### src/rtl/stopwatch_pkg.sv
`default_nettype none
// ============================================================================
// Module      : stopwatch_pkg
// Description : Shared types, constants and BCD helper functions for the
//               stopwatch_lap block.
//               Contents: bcd_time_t, TIME_W, DIGIT_MAX, SEC_TENS_MAX,
//               bcd2_to_bin(), bin_to_bcd2().
// Revision    : 1.0 - initial release
// ============================================================================
package stopwatch_pkg;

    localparam int         TIME_W       = 16;
    localparam logic [3:0] DIGIT_MAX    = 4'd9;
    localparam logic [3:0] SEC_TENS_MAX = 4'd5;

    // Field order matches the lap_data layout {MM1,MM0,SS1,SS0}.
    typedef struct packed {
        logic [3:0] mm1;
        logic [3:0] mm0;
        logic [3:0] ss1;
        logic [3:0] ss0;
    } bcd_time_t;

    // Two BCD digits (0..99) to binary.
    function automatic logic [6:0] bcd2_to_bin(input logic [3:0] tens,
                                               input logic [3:0] units);
        return (7'(tens) * 7'd10) + 7'(units);
    endfunction

    // Binary (0..99) to two BCD digits {tens, units}.
    function automatic logic [7:0] bin_to_bcd2(input logic [6:0] value);
        return {4'(value / 7'd10), 4'(value % 7'd10)};
    endfunction

endpackage
`default_nettype wire

### src/rtl/lap_fifo.sv
`default_nettype none
// ============================================================================
// Module      : lap_fifo
// Description : Synchronous FIFO for lap captures. No write-through bypass:
//               an entry pushed into an empty buffer becomes visible on the
//               following cycle. A push while full is accepted only when a
//               pop happens in the same cycle; otherwise it is dropped and
//               the sticky overflow flag is set.
//   Ports     : clk, rst (sync, active-high)
//               i_push, i_data   - write request and data
//               i_ready          - consumer accepts head (pop when valid)
//               o_valid, o_data  - buffer not empty, oldest entry
//               o_count          - number of stored entries
//               o_overflow       - sticky drop indicator
// Revision    : 1.0 - initial release
// ============================================================================
module lap_fifo #(
    parameter int DEPTH = 4,
    parameter int WIDTH = 16
) (
    input  logic                       clk,
    input  logic                       rst,
    input  logic                       i_push,
    input  logic [WIDTH-1:0]           i_data,
    input  logic                       i_ready,
    output logic                       o_valid,
    output logic [WIDTH-1:0]           o_data,
    output logic [$clog2(DEPTH+1)-1:0] o_count,
    output logic                       o_overflow
);

    localparam int c_AW = $clog2(DEPTH);
    localparam int c_CW = $clog2(DEPTH+1);

    logic [WIDTH-1:0] r_mem [DEPTH];
    logic [c_AW-1:0]  r_wr_ptr;
    logic [c_AW-1:0]  r_rd_ptr;
    logic [c_CW-1:0]  r_count;
    logic             r_overflow;

    logic w_full;
    logic w_pop;
    logic w_push;

    assign w_full = (r_count == c_CW'(DEPTH));
    assign w_pop  = i_ready && (r_count != '0);
    // A pop in the same cycle frees the slot the push needs.
    assign w_push = i_push && (!w_full || w_pop);

    always_ff @(posedge clk) begin
        if (rst) begin
            r_wr_ptr   <= '0;
            r_rd_ptr   <= '0;
            r_count    <= '0;
            r_overflow <= 1'b0;
        end else begin
            if (w_push) r_wr_ptr <= r_wr_ptr + 1'b1;
            if (w_pop)  r_rd_ptr <= r_rd_ptr + 1'b1;
            if (w_push && !w_pop)      r_count <= r_count + 1'b1;
            else if (w_pop && !w_push) r_count <= r_count - 1'b1;
            if (i_push && !w_push)     r_overflow <= 1'b1;
        end
    end

    // Storage needs no reset: contents are qualified by r_count.
    always_ff @(posedge clk) begin
        if (w_push) r_mem[r_wr_ptr] <= i_data;
    end

    assign o_valid    = (r_count != '0);
    assign o_data     = r_mem[r_rd_ptr];
    assign o_count    = r_count;
    assign o_overflow = r_overflow;

endmodule
`default_nettype wire

### src/rtl/stopwatch_lap.sv
`default_nettype none
// ============================================================================
// Module      : stopwatch_lap
// Description : BCD MM:SS stopwatch with up/down counting, +2 minute preset,
//               sticky limit error and a lap capture FIFO.
//   Ports     : in_clk, reset (sync, active-high)
//               start      - run (1) / pause (0)
//               up         - direction, sampled only while paused
//               plus_min2  - pulse, +2 minutes while paused (saturating)
//               speedup, slowdown - tick period control (optional feature)
//               lap, lap_ready    - capture pulse / consumer handshake
//               lap_valid, lap_data, lap_count, lap_overflow - lap buffer
//               err        - sticky count-limit flag
//               SS0, SS1, MM0, MM1 - BCD time digits
//   Config    : define STOPWATCH_SPEED_CTRL_EN to enable speedup/slowdown;
//               otherwise both inputs are ignored and T = TICK_DIV.
// Revision    : 1.0 - initial release
// ============================================================================
module stopwatch_lap
    import stopwatch_pkg::*;
#(
    parameter int TICK_DIV  = 50000000,
    parameter int MAX_MIN   = 99,
    parameter int LAP_DEPTH = 4
) (
    input  logic                           in_clk,
    input  logic                           reset,
    input  logic                           start,
    input  logic                           up,
    input  logic                           plus_min2,
    input  logic                           speedup,
    input  logic                           slowdown,
    input  logic                           lap,
    input  logic                           lap_ready,
    output logic                           lap_valid,
    output logic [TIME_W-1:0]              lap_data,
    output logic [$clog2(LAP_DEPTH+1)-1:0] lap_count,
    output logic                           lap_overflow,
    output logic                           err,
    output logic [3:0]                     SS0,
    output logic [3:0]                     SS1,
    output logic [3:0]                     MM0,
    output logic [3:0]                     MM1
);

    // Wide enough for the slowest period (2*TICK_DIV).
    localparam int         c_PRESC_W  = $clog2(2*TICK_DIV);
    localparam logic [3:0] c_MAX_MM1  = 4'(MAX_MIN / 10);
    localparam logic [3:0] c_MAX_MM0  = 4'(MAX_MIN % 10);
    localparam logic [7:0] c_MAX_MIN8 = 8'(MAX_MIN);

    bcd_time_t            r_time;
    logic [c_PRESC_W-1:0] r_presc;
    logic                 r_err;
    logic                 r_dir;

    bcd_time_t            w_time_d;
    logic                 w_err_d;
    logic [c_PRESC_W-1:0] w_term;
    logic                 w_run;
    logic                 w_tick;
    logic                 w_at_max;
    logic                 w_at_zero;
    logic [7:0]           w_min_sum;
    logic                 w_lap_push;

    // ---------------------------------------------------------------------
    // Terminal count (T-1)
    // ---------------------------------------------------------------------
`ifdef STOPWATCH_SPEED_CTRL_EN
    always_comb begin
        if (speedup && !slowdown)
            w_term = c_PRESC_W'(TICK_DIV/2 - 1);
        else if (slowdown && !speedup)
            w_term = c_PRESC_W'(2*TICK_DIV - 1);
        else
            w_term = c_PRESC_W'(TICK_DIV - 1);
    end
`else
    logic w_unused_speed;
    assign w_unused_speed = speedup ^ slowdown;
    assign w_term         = c_PRESC_W'(TICK_DIV - 1);
`endif

    // ---------------------------------------------------------------------
    // Prescaler: ">=" so a shortened period that leaves the count past the
    // new terminal value still ticks and wraps on the next edge.
    // ---------------------------------------------------------------------
    assign w_run  = start && !r_err;
    assign w_tick = w_run && (r_presc >= w_term);

    always_ff @(posedge in_clk) begin
        if (reset)       r_presc <= '0;
        else if (w_tick) r_presc <= '0;
        else if (w_run)  r_presc <= r_presc + 1'b1;
    end

    // ---------------------------------------------------------------------
    // Time next-state
    // ---------------------------------------------------------------------
    assign w_at_max  = (r_time.mm1 == c_MAX_MM1) && (r_time.mm0 == c_MAX_MM0) &&
                       (r_time.ss1 == SEC_TENS_MAX) && (r_time.ss0 == DIGIT_MAX);
    assign w_at_zero = (r_time == '0);

    always_comb begin
        w_time_d  = r_time;
        w_err_d   = r_err;
        w_min_sum = '0;
        if (w_tick) begin
            if (r_dir) begin
                if (w_at_max) begin
                    w_err_d = 1'b1;
                end else if (r_time.ss0 != DIGIT_MAX) begin
                    w_time_d.ss0 = r_time.ss0 + 4'd1;
                end else begin
                    w_time_d.ss0 = 4'd0;
                    if (r_time.ss1 != SEC_TENS_MAX) begin
                        w_time_d.ss1 = r_time.ss1 + 4'd1;
                    end else begin
                        w_time_d.ss1 = 4'd0;
                        if (r_time.mm0 != DIGIT_MAX) begin
                            w_time_d.mm0 = r_time.mm0 + 4'd1;
                        end else begin
                            w_time_d.mm0 = 4'd0;
                            w_time_d.mm1 = r_time.mm1 + 4'd1;
                        end
                    end
                end
            end else begin
                if (w_at_zero) begin
                    w_err_d = 1'b1;
                end else if (r_time.ss0 != 4'd0) begin
                    w_time_d.ss0 = r_time.ss0 - 4'd1;
                end else begin
                    w_time_d.ss0 = DIGIT_MAX;
                    if (r_time.ss1 != 4'd0) begin
                        w_time_d.ss1 = r_time.ss1 - 4'd1;
                    end else begin
                        w_time_d.ss1 = SEC_TENS_MAX;
                        if (r_time.mm0 != 4'd0) begin
                            w_time_d.mm0 = r_time.mm0 - 4'd1;
                        end else begin
                            w_time_d.mm0 = DIGIT_MAX;
                            w_time_d.mm1 = r_time.mm1 - 4'd1;
                        end
                    end
                end
            end
        end else if (plus_min2 && !start) begin
            // Ticks need start=1, so this branch never races a tick.
            w_min_sum = {1'b0, bcd2_to_bin(r_time.mm1, r_time.mm0)} + 8'd2;
            if (w_min_sum > c_MAX_MIN8) w_min_sum = c_MAX_MIN8;
            {w_time_d.mm1, w_time_d.mm0} = bin_to_bcd2(w_min_sum[6:0]);
        end
    end

    always_ff @(posedge in_clk) begin
        if (reset) begin
            r_time <= '0;
            r_err  <= 1'b0;
            r_dir  <= 1'b1;
        end else begin
            r_time <= w_time_d;
            r_err  <= w_err_d;
            // Direction is frozen while running.
            if (!start) r_dir <= up;
        end
    end

    // ---------------------------------------------------------------------
    // Lap buffer: captures the time held before any same-cycle tick update
    // ---------------------------------------------------------------------
    assign w_lap_push = lap && start;

    lap_fifo #(
        .DEPTH (LAP_DEPTH),
        .WIDTH (TIME_W)
    ) u_lap_fifo (
        .clk        (in_clk),
        .rst        (reset),
        .i_push     (w_lap_push),
        .i_data     (r_time),
        .i_ready    (lap_ready),
        .o_valid    (lap_valid),
        .o_data     (lap_data),
        .o_count    (lap_count),
        .o_overflow (lap_overflow)
    );

    assign err = r_err;
    assign SS0 = r_time.ss0;
    assign SS1 = r_time.ss1;
    assign MM0 = r_time.mm0;
    assign MM1 = r_time.mm1;

endmodule
`default_nettype wire
### config.mk
export PLATFORM = sky130hd
export DESIGN_NAME = stopwatch_lap
export DESIGN_NICKNAME = d
export VERILOG_FILES = /design/src/rtl/stopwatch_pkg.sv /design/src/rtl/lap_fifo.sv /design/src/rtl/stopwatch_lap.sv
export SDC_FILE = /design/constraint.sdc
export NUM_CORES = 1
export LEC_CHECK = 0
export ABC_AREA = 1
export CORE_MARGIN = 3
export CORE_UTILIZATION = 40
export DETAILED_ROUTE_END_ITERATION = 6
export HOLD_SLACK_MARGIN = 0.05
export PLACE_DENSITY = 0.67
export RECOVER_POWER = 25
export SLEW_MARGIN = 15
export SYNTH_ARGS = -nofsm -noshare
export SYNTH_HDL_FRONTEND = slang
export SYNTH_SLANG_ARGS = --single-unit
### constraint.sdc
create_clock -name in_clk -period 6.2 [get_ports in_clk]
set_input_delay 1.86 -clock in_clk [delete_from_list [all_inputs] [get_ports in_clk]]
set_output_delay 1.86 -clock in_clk [all_outputs]
set_load 0.05 [all_outputs]
==> results of run 1 <==
cell usage after synthesis (all sizes together):
master	n	area share
nand2	118	0.086
nor2	118	0.080
inv	106	0.063
edfxtp	64	0.30
o21ai	64	0.051
dfxtp	55	0.17
a21oi	35	0.029
nand3	33	0.035
xor2	21	0.029
nor3	20	0.017
ha	18	0.036
o22ai	16	0.016
clkbuf	14	0.0099
nand4	12	0.013
a31oi	5	0.0050
xnor2	5	0.0069
a211oi	4	0.0048
fa	4	0.013
nor4	4	0.0040
o211ai	4	0.0048
a311oi	3	0.0042
a221oi	2	0.0028
or2	2	0.0020
clkinv	1	0.00059
nor3b	1	0.0012
o21a	1	0.0012
o21bai	1	0.0012
o221a	1	0.0018
o31ai	1	0.0012
or3	1	0.00099
state kept, by name, summed over array words and instances, names as in the netlist, named ones only:
register / flops
u_lap_fifo.r_mem: 64
r_presc: 27
MM0: 4
MM1: 4
SS0: 4
SS1: 4
u_lap_fifo.o_count: 3
u_lap_fifo.r_rd_ptr: 2
u_lap_fifo.r_wr_ptr: 2
err: 1
r_dir: 1
u_lap_fifo.o_overflow: 1
power groups by stage:
stage	logic, mW	clock network (mW)	registers (mW)
after floorplan	0.790	0	0.984
after CTS	1.11	0.959	0.926
after global placement	1.09	0	0.941
after global routing	1.22	0.996	0.934
after detailed placement	1.10	0	0.942
final	1.09	0.941	0.926
worst paths after layout:
| kind | from | to | slack, ns | cells past startpoint |
|---|---|---|---|---|
| max | MM1[0] | MM0[1] | 1.30 | 39 |
| min | u_lap_fifo.o_overflow | u_lap_fifo.o_overflow | 0.46 | 1 |
| max reg2reg | MM1[0] | MM0[1] | 1.30 | 39 |
| min reg2reg | u_lap_fifo.o_overflow | u_lap_fifo.o_overflow | 0.46 | 1 |
metrics by stage:
step / util / std cells / power [mW]
floorplan: - / 734 / 1.77
global placement: 0.457 / 982 / 2.03
detailed placement: 0.457 / 982 / 2.04
CTS: 0.495 / 1014 / 2.99
global route: 0.495 / 1014 / 3.15
finish: 0.495 / 1014 / 2.96
cell usage in the layout (no fill, tap or decap), types with 8 or more instances in the layout:
cell type	netlist	layout
a21oi_1	33	33
clkbuf_16	0	17
clkdlybuf4s50_1	0	44
dfxtp_1	55	55
edfxtp_1	64	64
ha_1	18	18
inv_1	98	98
inv_2	8	8
nand2_1	98	98
nand2_2	12	12
nand3_1	23	23
nand3_2	9	9
nand4_1	11	11
nor2_1	108	108
nor3_1	19	19
o21ai_0	59	59
o22ai_1	16	16
xor2_1	21	21
metal layers:
| metal | vias up | GRT usage | share of wire | wire length (um) |
|---|---|---|---|---|
| met3 | 6 | 0.0398 | 0.040 | 511 |
| met4 | 0 | 0.0385 | 0.0053 | 68 |
| li1 | 2584 | - | - | - |
| met2 | 68 | 0.246 | 0.48 | 6070 |
| met5 | - | 0 | 0 | 0 |
| met1 | 2259 | 0.198 | 0.48 | 6090 |
logic make-up after synthesis:
family / Yosys count
buffers and inverters: 121
XOR/XNOR: 26
adder cells (fa/ha/maj): 22
flip-flops: 119
AND/OR/NAND/NOR: 309
AO/OA/AOI/OAI: 137
area by class of cell:
class / count / area (um^2)
tap: 211 / 264
multi-input combinational: 494 / 2820
fill: 1473 / 7740
timing repair buffer: 51 / 489
inverter: 107 / 402
sequential: 119 / 3020
clock buffer: 18 / 429
clock inverter: 14 / 149
==> results.sh, run 1 <==
export IMPL_outcome="finished, final reports clean"
export IMPL_pre_cts_ws_ns=1.29
export IMPL_fin_crit_sh=0.790
export IMPL_via_per_inst=4.85
export IMPL_setup_viol=0
export IMPL_synth_simple_area_share=0.239
export IMPL_yosys_register_bits=119
export IMPL_place_hpwl_um=8750
export IMPL_syn_avg_cell_area_um2=8.59
export IMPL_cts_made_buffers=17
export IMPL_synth_nets=765
export IMPL_dr_pass1_iters=7
export IMPL_synth_xor_area_frac=0.0361
export IMPL_rows=45
export IMPL_synth_top_family_by_area="simple AND/OR/NAND/NOR gates"
export IMPL_cts_root_buffer="clkbuf_16"
export IMPL_vdd_ir_drop_max_v=0.000180
export IMPL_netlist_instances=734
export IMPL_final_setup_tns_ns=0
export IMPL_setup_worst_path_class="flip-flop to flip-flop"
export IMPL_detail_route_antenna_nets=0
export IMPL_die_w_um=132
export IMPL_clk_pin_slew_ns=0.05
export IMPL_path_common_cell="nand2_1"
export IMPL_crit_path_end_kind="flip-flop"
export IMPL_drv_slew=0
export IMPL_min_period_ns=4.90
export IMPL_antenna_found_initial=0
export IMPL_synth_warnings=0
export IMPL_p_leak_nw=2.96
export IMPL_fin_skew_ns=0.0109
export IMPL_cts_hold_buffers=0
export IMPL_core_um2=15300
export IMPL_worst_setup_path_start_kind="flip-flop"
export IMPL_netlist_area_um2=6300
export IMPL_grt_pass1_wl_um=21500
export IMPL_required_ns=6.54
export IMPL_grt_max_degree=34
export IMPL_syn2layout_area_growth_pct=20.1
export IMPL_holdWs_ns=0.464
export IMPL_route_vias_total=4917
export IMPL_grt_pass1_vias=4509
export IMPL_pwr_share_clk=0.318
export IMPL_cpPeakStageDelay_ns=0.64
export IMPL_cts_resized=0
export IMPL_drt_iter0_markers=365
export IMPL_synthAdderAreaFrac=0.0484
export IMPL_top_level_ports=47
export IMPL_worstPathMaxFanout=13
export IMPL_power_density_nw_per_um2=391
export IMPL_io_buffers=44
export IMPL_final_nets=821
export IMPL_chipHeight_um=132
export IMPL_synth_compound_area_frac=0.123
export IMPL_combPwrFrac=0.369
export IMPL_drive_gt1_frac=0.112
export IMPL_swShare=0.381
export IMPL_cts_tree="done"
export IMPL_routed_wl_um=12700
export IMPL_cp_top_family="simple AND/OR/NAND/NOR gates"
export IMPL_clk_path_buf_depth=2
export IMPL_p_switching_mw=1.13
export IMPL_gp_congestion=0.807
export IMPL_synth_mux_area_frac=0
export IMPL_drcViolationCount=0
export IMPL_rsz0062_at_grt="no"
export IMPL_slew_headroom=0.396
export IMPL_dpl_cell_area_um2=7000
export IMPL_worst_path_buf_inv=6
export IMPL_insertedDiodeCount=0
export IMPL_cts_setup_buffers=0
export IMPL_p_seq_frac=0.313
export IMPL_clk_latency_ns=0.41
export IMPL_p_int_mw=1.83
export IMPL_grt_usage=0.150
export IMPL_clock_sinks=119
export IMPL_fin_area_um2=7570
export IMPL_maxCapViolations=0
export IMPL_grt_remaining_overflow=0
export IMPL_ys_seq_area_frac=0.479
export IMPL_start_util=0.412
export IMPL_h_tree_depth=4
export IMPL_worst_pin_slew_ns=0.905
export IMPL_die_area_um2=17300
export IMPL_min_path_type="flip-flop to flip-flop"
export IMPL_setup_slack_ns=1.30
export IMPL_crit_arrival_ns=5.24
export IMPL_hold_viol=0
export IMPL_wl_per_cell_um=12.6
export IMPL_cp_slowest_cell="dfxtp_1"
export IMPL_max_freq_ghz=0.204
export IMPL_yosysUniqueCellTypes=46
Note: power is estimated with default switching activity, not from simulation.
==> inputs of run 2 (changes only) <==
==> constraint.sdc (replaced) <==
create_clock -name in_clk -period 5 [get_ports in_clk]
set_input_delay 1.5 -clock in_clk [delete_from_list [all_inputs] [get_ports in_clk]]
set_output_delay 1.5 -clock in_clk [all_outputs]
set_load 0.05 [all_outputs]
==> run 2 against run 1 <==
Effect of this change:
- flip-flop and latch count unchanged
- clock power is 31% higher
- via count rose by 0.49%
- worst setup slack worse by 0.85 ns
- largest cell class unchanged
- highest routed layer unchanged
==> results.sh, run 2 (same netlist as run 1, synthesis figures left out) <==
export IMPL_outcome="finished, final reports clean"
export IMPL_n_fill_cell=1486
export IMPL_final_nets=830
export IMPL_hold_viol=0
export IMPL_die_area_um2=17300
export IMPL_clk_latency_ns=0.41
export IMPL_cp_slowest_cell="fa_1"
export IMPL_wl_per_cell_um=12.6
export IMPL_io_buffers=44
export IMPL_drcViolationCount=0
export IMPL_worstPathMaxFanout=6
export IMPL_grt_pass1_wl_um=22000
export IMPL_grt_pass1_vias=4675
export IMPL_wl_met3_um=466
export IMPL_die_w_um=132
export IMPL_grt_usage=0.153
export IMPL_min_path_type="flip-flop to flip-flop"
export IMPL_holdPathStages=1
export IMPL_required_ns=5.34
export IMPL_insertedDiodeCount=0
export IMPL_swShare=0.378
export IMPL_max_freq_ghz=0.220
export IMPL_layout_common_cells="nor2_1 (108), inv_1 (98), nand2_1 (97)"
export IMPL_largest_register_ffs=64
export IMPL_grt_max_degree=34
export IMPL_final_common_cell="nor2_1"
export IMPL_cts_root_buffer="clkbuf_16"
export IMPL_p_int_mw=2.33
export IMPL_maxCapViolations=0
export IMPL_via_per_inst=4.83
export IMPL_rsz0062_at_grt="no"
export IMPL_cts_hold_buffers=0
export IMPL_fin_area_um2=7650
export IMPL_dpl_cell_area_um2=7070
export IMPL_reg_top3="u_lap_fifo.r_mem (64), r_presc (27)"
export IMPL_regMostFlops="u_lap_fifo.r_mem"
export IMPL_r2r_slack_ns=0.45
export IMPL_power_density_nw_per_um2=489
export IMPL_p_leak_nw=2.99
export IMPL_dr_pass1_iters=4
export IMPL_clk_pin_slew_ns=0.06
export IMPL_antenna_found_initial=0
export IMPL_start_util=0.412
export IMPL_min_delay_start="u_lap_fifo.o_overflow"
export IMPL_rows=45
export IMPL_setup_worst_path_class="flip-flop to flip-flop"
export IMPL_r2r_end="MM0[1]"
export IMPL_dr_wl_met2_um=6240
export IMPL_path_common_cell="nand2_1"
export IMPL_p_switching_mw=1.41
export IMPL_register_area_um2=3030
export IMPL_final_setup_tns_ns=0
export IMPL_syn2layout_area_growth_pct=21.4
export IMPL_clk_path_buf_depth=2
export IMPL_cts_made_buffers=17
export IMPL_core_um2=15300
export IMPL_reg2reg_from="MM1[1]"
export IMPL_clock_sinks=119
export IMPL_top_level_ports=47
export IMPL_cpPeakStageDelay_ns=0.48
export IMPL_min_period_ns=4.55
export IMPL_p_seq_frac=0.302
export IMPL_crit_arrival_ns=4.89
export IMPL_routed_wl_um=12900
export IMPL_hold_end="u_lap_fifo.o_overflow"
export IMPL_finalPower_mw=3.74
export IMPL_vdd_ir_drop_max_v=0.000235
export IMPL_gp_congestion=0.822
export IMPL_worst_setup_path_start_kind="flip-flop"
export IMPL_detail_route_antenna_nets=0
export IMPL_r2r_cells=38
export IMPL_drv_slew=0
export IMPL_top_layer="met4"
export IMPL_chipHeight_um=132
export IMPL_multi_input_comb_area_um2=2820
export IMPL_combPwrFrac=0.368
export IMPL_fin_skew_ns=0.00642
export IMPL_fin_crit_sh=0.910
export IMPL_drt_iter0_markers=237
export IMPL_routedLengthMet1_um=6050
export IMPL_h_tree_depth=4
export IMPL_cts_tree="done"
export IMPL_pwr_share_clk=0.330
export IMPL_crit_path_end_kind="flip-flop"
export IMPL_worst_pin_slew_ns=0.887
export IMPL_holdWs_ns=0.461
export IMPL_setup_viol=0
export IMPL_place_hpwl_um=8870
export IMPL_slew_headroom=0.408
export IMPL_drive_gt1_frac=0.119
export IMPL_grt_remaining_overflow=0
export IMPL_route_vias_total=4941
run 2: cell types whose count changed in the layout (fill, tap and decap cells not counted), sizes merged:
cell	previous run	this run
clkbuf	19	24
buf	6	10
clkinv	7	5
bufinv	2	3
inv	109	110
run 2: metrics by stage:
stage	utilization	cells	setup slack, ns
after floorplan	-	734	0.290
after global placement	0.461	991	0.454
after detailed placement	0.461	991	0.358
after CTS	0.501	1023	0.346
after global routing	0.500	1023	0.0335
final	0.500	1023	0.452
run 2: how the worst max path moves through the flow:
stage | start | end | slack (ns) | cells past startpoint
floorplan | MM1[3] | MM0[2] | 0.29 | 39
global placement | MM1[0] | MM0[2] | 0.45 | 38
detailed placement | MM1[1] | MM0[2] | 0.36 | 39
CTS | MM1[0] | MM0[1] | 0.35 | 40
global route | MM1[1] | MM0[1] | 0.03 | 38
finish | MM1[1] | MM0[1] | 0.45 | 38
run 2: routing by layer:
| metal | global-route usage | vias up |
|---|---|---|
| met4 | 0.0519 | 0 |
| met1 | 0.194 | 2257 |
| met2 | 0.256 | 80 |
| li1 | - | 2594 |
| met3 | 0.0391 | 10 |
| met5 | 0 | - |
run 2: worst max-delay path: cells and delay by family, from the launching register on:
kind,cells,cell delay [ns]
buffers and inverters,6,0.45
adders and majority gates,6,1.50
DFF,1,0.34
and+or+nand+nor,25,2.07
AOI/OAI and AO/OA,1,0.11
run 2: timing repair:
action,in CTS,in global routing
buffers inserted,0,0
resized for setup,0,3
setup endpoints to repair,0,4
run 2: power by group through the flow:
stage / logic [mW] / registers [mW] / clock network [mW]
detailed placement: 1.40 / 1.15 / 0
CTS: 1.40 / 1.13 / 1.26
global placement: 1.38 / 1.15 / 0
global route: 1.53 / 1.14 / 1.31
floorplan: 0.980 / 1.22 / 0
finish: 1.38 / 1.13 / 1.23
run 2: final cells by class:
class / count / area share
Multi-Input combinational cell: 494 / 0.369
Sequential cell: 119 / 0.395
Tap cell: 211 / 0.0345
Inverter: 107 / 0.0525
Timing Repair Buffer: 60 / 0.0703
Clock buffer: 18 / 0.0561
Clock inverter: 14 / 0.0227
==> inputs of run 3 (changes only) <==
--- a/config.mk
+++ b/config.mk
@@ -12,6 +12,7 @@
 export HOLD_SLACK_MARGIN = 0.05
 export PLACE_DENSITY = 0.67
 export RECOVER_POWER = 25
+export SKIP_CTS_REPAIR_TIMING = 1
 export SLEW_MARGIN = 15
 export SYNTH_ARGS = -nofsm -noshare
 export SYNTH_HDL_FRONTEND = slang
==> results of run 3 <==
No change in the layout: final DEF, timing and power equal those of run 2.
==> RTL change, RTL diff (flow settings as in run 1) <==
Change the parameter `TICK_DIV` from 50000000 to 100000000.
--- a/src/rtl/stopwatch_lap.sv
+++ b/src/rtl/stopwatch_lap.sv
@@ -19,7 +19,7 @@
 module stopwatch_lap
     import stopwatch_pkg::*;
 #(
-    parameter int TICK_DIV  = 50000000,
+    parameter int TICK_DIV  = 100000000,
     parameter int MAX_MIN   = 99,
     parameter int LAP_DEPTH = 4
 ) (
Check against the original RTL: same outputs for any inputs over 4 cycles, from zero or initial values and one cycle with reset high; that may be too few to reach the edited logic, so the function may still have changed.
==> RTL change against run 1 <==
Utilization increased by 0.73 points; wire length decreased by 0.62%; sequential cell count is 1 higher; critical path depth is 2 higher; synthesized area shrank 1.6%; worst hold slack got worse by 4.7 ps; design area down 1.5%; sequential share of layout area grew 0.88 points; power up 5.8%; clock skew fell by 3.4 ps; worst setup slack got worse by 300 ps.
==> RTL change: results (changes against run 1) <==
largest registers u_lap_fifo.r_mem (64), r_presc (28); IO Port Bufs 44 (unchanged); RD Place Congestion 0.808 (+0.12%); Seq/Total Area, Yosys 0.490 (+0.0110); class of the tightest hold or removal check flop to flop; wire length after detailed routing 12,700 um (-0.62%); maximum number of pins on one net before global-route repair 34 (unchanged); crit-path max cell delay 570 ps (-70 ps); root buf cell clkbuf_16; number of diodes 0 (unchanged); Yosys warning count 0 (unchanged); number of antenna violations at the first check in global routing 0 (unchanged); fraction of layout cells with a size suffix above 1 0.101 (-0.0113); first-pass GRT wire length 21,300 um (-0.67%); buffers inserted during post-CTS setup optimization 0 (unchanged); Hold Path Depth 2 (+1); pin slew with the least headroom to its limit 881 ps (-24.7 ps); standby leakage power 2.93 nW (-0.83%); Post-synth EDFFs 64 (unchanged); GRT Resource Usage Total 0.157 (+0.00637); largest fanout of any net on the critical path 12 (-1); Post-synth ARST share 0 (unchanged); number of levels in the clock H-tree 4 (unchanged); number of global-route vias before repair 4,603 (+2.1%); Net count, final 812 (-1.1%); run status completed; total number of vias 4,969 (+1.1%); CP top delay family simple AND/OR/NAND/NOR gates; cts bufs inserted 17 (unchanged); maximum resistive drop on vdd 0.000204 V (+13%); crit path max-delay cell type clkbuf_1; Net Switching 1.20 mW (+6.8%); Bufs on Longest Clock Path 2 (unchanged); Distinct cells, synth 45 (-2.2%); largest clock skew in the final design 7.48 ps (-3.42 ps); Synth area leaders edfxtp_1 (31%), dfxtp_1 (18%), inv_1 (6.0%); detailed-router iteration count before antenna repair 5 (-2); clock-pin transition on the worst setup and hold timing paths 60 ps; Synthesized Nets 755 (-1.3%); Filler Cells Inserted 1,379 (-6.4%); worst skew pair latency 410 ps (about the same); main flop type after synthesis edfxtp_1; post-CTS resize count 0 (unchanged); number of cells traversed by the worst register-to-register path 41 (+5.1%); most used standard cells in the synthesized netlist inv_1 (99), nor2_1 (96), nand2_1 (86); Detailed Place HPWL 8780 um (+0.37%); Iter 0 DRT Violations 284 (-22%)
## RTL change: changes by cell type after synthesis, sizes merged, moves of 6 or more
cell / run 1 / this run
nor3b: 1 / 8
nor2: 118 / 104
nand2: 118 / 106
xor2: 21 / 10
o21ai: 64 / 70
a21oi: 35 / 44
## RTL change: power by group through the flow
| stage | sequential [mW] | clock (mW) | combinational [mW] |
|---|---|---|---|
| after global routing | 0.942 | 1.04 | 1.36 |
| after detailed placement | 0.951 | 0 | 1.22 |
| final | 0.934 | 0.987 | 1.21 |
| after CTS | 0.935 | 1.01 | 1.23 |
| after global placement | 0.951 | 0 | 1.21 |
| after floorplan | 1.01 | 0 | 0.881 |
## RTL change: worst reg2reg max path: cells and delay by family, from the launching register on
kind | cells | cell delay [ps]
simple gates | 25 | 2080
flops | 1 | 360
compound gates | 2 | 200
fa+ha+maj | 5 | 1330
buf+inv | 9 | 1160
## RTL change: cells by family after synthesis
| logic type | count (synthesis) | synth area share |
|---|---|---|
| flops | 120 | 0.490 |
| simple gates | 296 | 0.227 |
| buf+inv | 118 | 0.0736 |
| xor+xnor | 14 | 0.0198 |
| fa+ha+maj | 22 | 0.0492 |
| compound gates | 154 | 0.140 |
## RTL change: metrics by stage
| stage | cells | setup WS [ps] | total power [mW] | instance area (um^2) |
|---|---|---|---|---|
| floorplan | 724 | 1280 | 1.89 | 6200 |
| global placement | 946 | 1190 | 2.16 | 6870 |
| detailed placement | 946 | 1110 | 2.17 | 6870 |
| CTS | 978 | 1090 | 3.17 | 7470 |
| global route | 978 | 406 | 3.35 | 7460 |
| finish | 978 | 1000 | 3.13 | 7460 |
## RTL change: cell type report
| class | instances | area [um^2] | area share |
|---|---|---|---|
| Clock buffer | 18 | 429 | 0.0575 |
| Clock inverter | 14 | 173 | 0.0231 |
| Inverter | 104 | 390 | 0.0523 |
| Multi-Input combinational cell | 486 | 2710 | 0.363 |
| Sequential cell | 120 | 3040 | 0.408 |
| Tap cell | 184 | 230 | 0.0309 |
| Timing Repair Buffer | 52 | 489 | 0.0656 |
## RTL change: final timing paths
kind	endpoint	start	slack (ps)
max	MM0[2]$_SDFFE_PP0P_	MM1[1]$_SDFFE_PP0P_	1000
min reg2reg	r_presc[27]$_SDFFE_PP0P_	r_presc[26]$_SDFFE_PP0P_	460
max reg2reg	MM0[2]$_SDFFE_PP0P_	MM1[1]$_SDFFE_PP0P_	1000
min	r_presc[27]$_SDFFE_PP0P_	r_presc[26]$_SDFFE_PP0P_	460
## RTL change: metal layers
metal  vias up  track usage  part of all wire
met5         -            0                 0
met4         0       0.0466             0.011
met3        12       0.0394             0.044
met2        94        0.267              0.48
met1      2282        0.197              0.47
li1       2581            -                 -
